==> src/rtl/frame_pixel_packer.sv <==
// Packs a byte-serial pixel stream into DATA_WIDTH words for the frame buffer.
// Emits one active-low write strobe per packed word, WORDS_PER_FRAME per frame.
module frame_pixel_packer #(
   parameter int PIX_WIDTH       = 8,
   parameter int DATA_WIDTH      = 32,
   parameter int WORDS_PER_FRAME = 8,
   parameter int PIX_PER_WORD    = DATA_WIDTH / PIX_WIDTH,
   localparam int CW = $clog2(WORDS_PER_FRAME + 1),
   localparam int IW = (PIX_PER_WORD > 1) ? $clog2(PIX_PER_WORD) : 1
) (
   input  logic                  wr_clk,
   input  logic                  reset,
   input  logic                  frame_start,
   input  logic                  pix_valid,
   input  logic [PIX_WIDTH-1:0]  pix_data,
   output logic [DATA_WIDTH-1:0] data_out,
   output logic                  wr_en_out,
   output logic                  frame_done,
   output logic [CW-1:0]         word_cnt,
   output logic                  short_frame,
   output logic                  overrun
);

   typedef enum logic [1:0] {
      IDLE,
      CAPTURE,
      DONE
   } state_t;

   state_t                state;
   logic [IW-1:0]         pix_idx;
   logic [DATA_WIDTH-1:0] shreg;

   logic                  accept;
   logic [IW-1:0]         idx_base;
   logic [CW-1:0]         cnt_base;
   logic [DATA_WIDTH-1:0] asm_word;
   logic                  last_pix;
   logic                  last_word;

   // A frame_start restarts packing, so the same-cycle pixel lands in lane 0.
   always_comb begin
      accept   = pix_valid && (frame_start || state == CAPTURE);
      idx_base = frame_start ? '0 : pix_idx;
      cnt_base = frame_start ? '0 : word_cnt;
      asm_word = frame_start ? '0 : shreg;
      asm_word[int'(idx_base)*PIX_WIDTH +: PIX_WIDTH] = pix_data;
      last_pix  = accept && (int'(idx_base) == PIX_PER_WORD - 1);
      last_word = last_pix
               && (int'(cnt_base) == WORDS_PER_FRAME - 1);
   end

   always_ff @(posedge wr_clk) begin
      if (reset) begin
         state       <= IDLE;
         pix_idx     <= '0;
         shreg       <= '0;
         data_out    <= '0;
         wr_en_out   <= 1'b1;
         frame_done  <= 1'b0;
         word_cnt    <= '0;
         short_frame <= 1'b0;
         overrun     <= 1'b0;
      end else begin
         wr_en_out  <= 1'b1;
         frame_done <= 1'b0;

         if (frame_start) begin
            state    <= CAPTURE;
            pix_idx  <= '0;
            word_cnt <= '0;
            shreg    <= '0;
            if (state == CAPTURE)
               short_frame <= 1'b1;
         end else if (state == DONE && pix_valid) begin
            overrun <= 1'b1;
         end

         if (accept) begin
            shreg <= asm_word;
            if (last_pix) begin
               data_out  <= asm_word;
               wr_en_out <= 1'b0;
               word_cnt  <= cnt_base + CW'(1);
               pix_idx   <= '0;
               if (last_word) begin
                  state      <= DONE;
                  frame_done <= 1'b1;
               end
            end else begin
               pix_idx <= idx_base + IW'(1);
            end
         end
      end
   end

endmodule

==> config.mk <==
export PLATFORM = sky130hd
export DESIGN_NAME = frame_pixel_packer
export DESIGN_NICKNAME = d
export VERILOG_FILES = /design/src/rtl/frame_pixel_packer.sv
export SDC_FILE = /design/constraint.sdc
export NUM_CORES = 1
export LEC_CHECK = 0
export CAP_MARGIN = 10
export CORE_MARGIN = 4
export CORE_UTILIZATION = 45
export CTS_CLUSTER_DIAMETER = 200
export DETAILED_ROUTE_END_ITERATION = 7
export PLACE_DENSITY = 0.71
export SYNTH_ARGS = -nofsm -noshare
export SYNTH_HDL_FRONTEND = slang
export SYNTH_SLANG_ARGS = --single-unit
==> constraint.sdc <==
create_clock -name wr_clk -period 5.1 [get_ports wr_clk]
set_input_delay 1.02 -clock wr_clk [delete_from_list [all_inputs] [get_ports wr_clk]]
set_output_delay 1.02 -clock wr_clk [all_outputs]
set_load 0.05 [all_outputs]
==> impl_results.md <==
* Detail Route Antenna Nets at 0
* FFs w/ async S/R, synth at 0
* Mapped Cells at 280
* Drt first pass iters at 6
* Fin Setup TNS at 0 ps
* Clock transition at path regs at roughly 70 ps
* CP Max Fanout at 21
* Total track usage at 0.193
* # fillers at 481
* Setup bufs post-CTS at 0
* Clock Path Buffers at 2
* Ant diodes at 0
* Top post-synthesis cells by area: dfxtp_1 (50%), a221oi_1 (7.1%), a22o_1 (6.8%)
* Most common library cells after synthesis: dfxtp_1 (68), nor2_1 (42), nor3_1 (26), a221oi_1 (22), a22o_1 (21)
* First-pass GRT wire length at between 10 and 15 mm
* Req. time, crit path at about 5300 ps
* Placed cells at 387
* Util after Layout at 0.612
* Initial antenna violation count at 0
* Fin. max-slew vios at 0
* Synthesis-stage register bit count at 68
* Power Total at about 1.1 mW
* Largest net degree at the start of global routing at 43
* Rows at 27
* Final WL at ~6.8 mm
* # nets final at ~340
* CP endpoint kind: register
* Vias in the first global route at 2172
* Remaining Overflow, GRT at 0
* Endpoints failing hold at 0
* Max incr delay on CP at slightly below 700 ps
* Synth top area share at 0.503
* Sink Count at 68
* GPL Wtd Cong at roughly 0.84
* CTS Hold Bufs at 0
* Mapped Nets at roughly 300
* Cell Chain, Critical Path: clkdlybuf4s50_1 -> inv_2 -> nand2_1 -> inv_1 -> ha_1 -> and2_1 -> o21ai_2 -> buf_4 -> or2_2 -> o21ai_0
* Min-delay worst type: reg2reg
* Share of post-route cells with drive strength above 1 at 0.0785
* Predominant post-synthesis flop cell: dfxtp_1
* IO Port Bufs at ~50
* Synth area leader: dfxtp_1
* Reg area at between 0.001 and 0.0015 sq mm
* Netlist cell types at 35
* Placed Area at between 0.003 and 0.004 sq mm
* Root Buffer Master: clkbuf_8
* Hold Worst Slack at between 400 and 500 ps
* Fin cells at between 400 and 500
* Initial Util at 0.477
* Synth Area in Compound Gates at 0.223
* Type of origin of the critical path: primary input
* Final setup viols at 0
* Fmax at 286 MHz
* Number of vias per cell at about 5.7
* Fin crit period at 3500 ps
* Simple-gate share of the synthesized area at 0.191
* Core area at ~0.0057 sq mm
* Num CTS Buffers at 9
* Mux cell area share after synthesis at 0
* H-tree lvl count at 3
* Num ports at between 50 and 60
* Clock skew at 7.57 ps
* Synth Area in Adders at 0.0278
* Maxcap violations at 0
* RSZ-0062 raised after global routing: false
* P_leak at roughly 1.3 nW
* Synth Area in XOR/XNOR at 0.0130
* Final worst-path setup slack at 1600 ps
* Status: completed
* Most frequent cell after synthesis: dfxtp_1
* Layout area overhead at 28.4%
* Latest clock arrival within the worst-skew pair at approximately 340 ps
* Peak supply drop at between 0.15 and 0.2 mV
* Pwr per Cell Area at 327 mW/mm^2
* Final HPWL DP at 4.74 mm
* Post_cts resized at 0
* Die Width at 85.5 microns
* Sequential fraction of the synthesis area at 0.503
* Worst slack at placement at between 1000 and 1500 ps
* Area occupied by multi-input gates at ~0.0012 sq mm
* Via count at 2299
* Avg WL per Cell at roughly 17 microns
* Period utilization at 0.686
* Synth Warn # at 0
* Mapped Avg Cell Area at between 9 and 10 sq um
* Worst slew margin at 0.438
* Largest family of logic cells by synthesized area: compound AO/OA/AOI/OAI gates
* Remaining DRCs at 0
* Initial DRC Count at 150
* Post-Syn Area at between 0.002 and 0.003 sq mm
* Critical-path top delay cell: clkdlybuf4s50_1
* DIE HEIGHT at approximately 86 microns
* Post-synth EDFFs at 0
* TritonCTS clock tree: yes
* Final Cell Area at 0.00347 sq mm
* Critical path type: in2reg
* Data arrival time of the critical path at around 3700 ps
* Least-Margin Pin Slew at 842 ps
* Die ar. at 0.00732 sq mm
## path summary, 6_finish.rpt
check              start           end  slack [ps]  cells after the start
min reg2reg  short_frame   short_frame         470                      2
max reg2reg     state[0]  data_out[31]        2870                      5
min          short_frame   short_frame         470                      2
max          frame_start  data_out[31]        1600                     10
## final cells by class
type                       count  area share
tap                           72      0.0259
sequential                    68       0.392
inverter                       4     0.00504
timing repair buffer          54       0.153
clock inverter                 6      0.0321
clock buffer                  10      0.0367
multi-input combinational    189       0.355
## layer usage
layer  track usage  part of all wire
met3        0.0413             0.076
met2         0.265              0.41
met4        0.0950             0.014
met5             0                 0
met1         0.284              0.50
## critical path: cells and delay by family
family                     cells  cell delay, ps
and+or+nand+nor                3             620
AOI/OAI and AO/OA              2             470
adders and majority gates      1             210
buffers and inverters          4            1400
## flip-flops by register name, summed over array words and instances, names as in the netlist
| register | count |
|---|---|
| short_frame | 1 |
| overrun | 1 |
| state | 2 |
| wr_en_out | 1 |
| frame_done | 1 |
| word_cnt | 4 |
| data_out | 32 |
| shreg | 24 |
| pix_idx | 2 |
## layout by cell type, fill, tap and decap left out, types with 2 or more instances in the layout
| cell | synthesis | routed |
|---|---|---|
| bufinv_16 | 0 | 3 |
| inv_1 | 2 | 2 |
| nand3_1 | 3 | 3 |
| nor3_1 | 26 | 26 |
| a221oi_1 | 22 | 22 |
| nand2b_1 | 3 | 3 |
| xnor2_1 | 4 | 4 |
| a32o_1 | 8 | 8 |
| clkdlybuf4s50_1 | 0 | 51 |
| o21ai_0 | 3 | 3 |
| and2_1 | 3 | 3 |
| a31oi_1 | 9 | 9 |
| clkbuf_8 | 0 | 9 |
| nand2_1 | 10 | 10 |
| or2_2 | 2 | 2 |
| dfxtp_1 | 68 | 68 |
| a21oi_1 | 4 | 3 |
| ha_1 | 6 | 6 |
| nor2_1 | 42 | 42 |
| nor2b_1 | 11 | 11 |
| a22o_1 | 21 | 21 |
| buf_4 | 1 | 3 |
| a211oi_1 | 3 | 3 |
## logic make-up after synthesis
family / after synthesis
AND/OR/NAND/NOR: 105
AO/OA/AOI/OAI: 74
flip-flops: 68
buffers and inverters: 23
adder cells (fa/ha/maj): 6
XOR/XNOR: 4
## report_power, final
part | leakage [nW] | total, mW | switching (mW) | internal [mW]
Sequential | 0.549 | 0.539 | 0.00303 | 0.536
Clock | 0.117 | 0.532 | 0.206 | 0.326
Combinational | 0.615 | 0.0656 | 0.0442 | 0.0215
(Power assumes the default switching activity.)
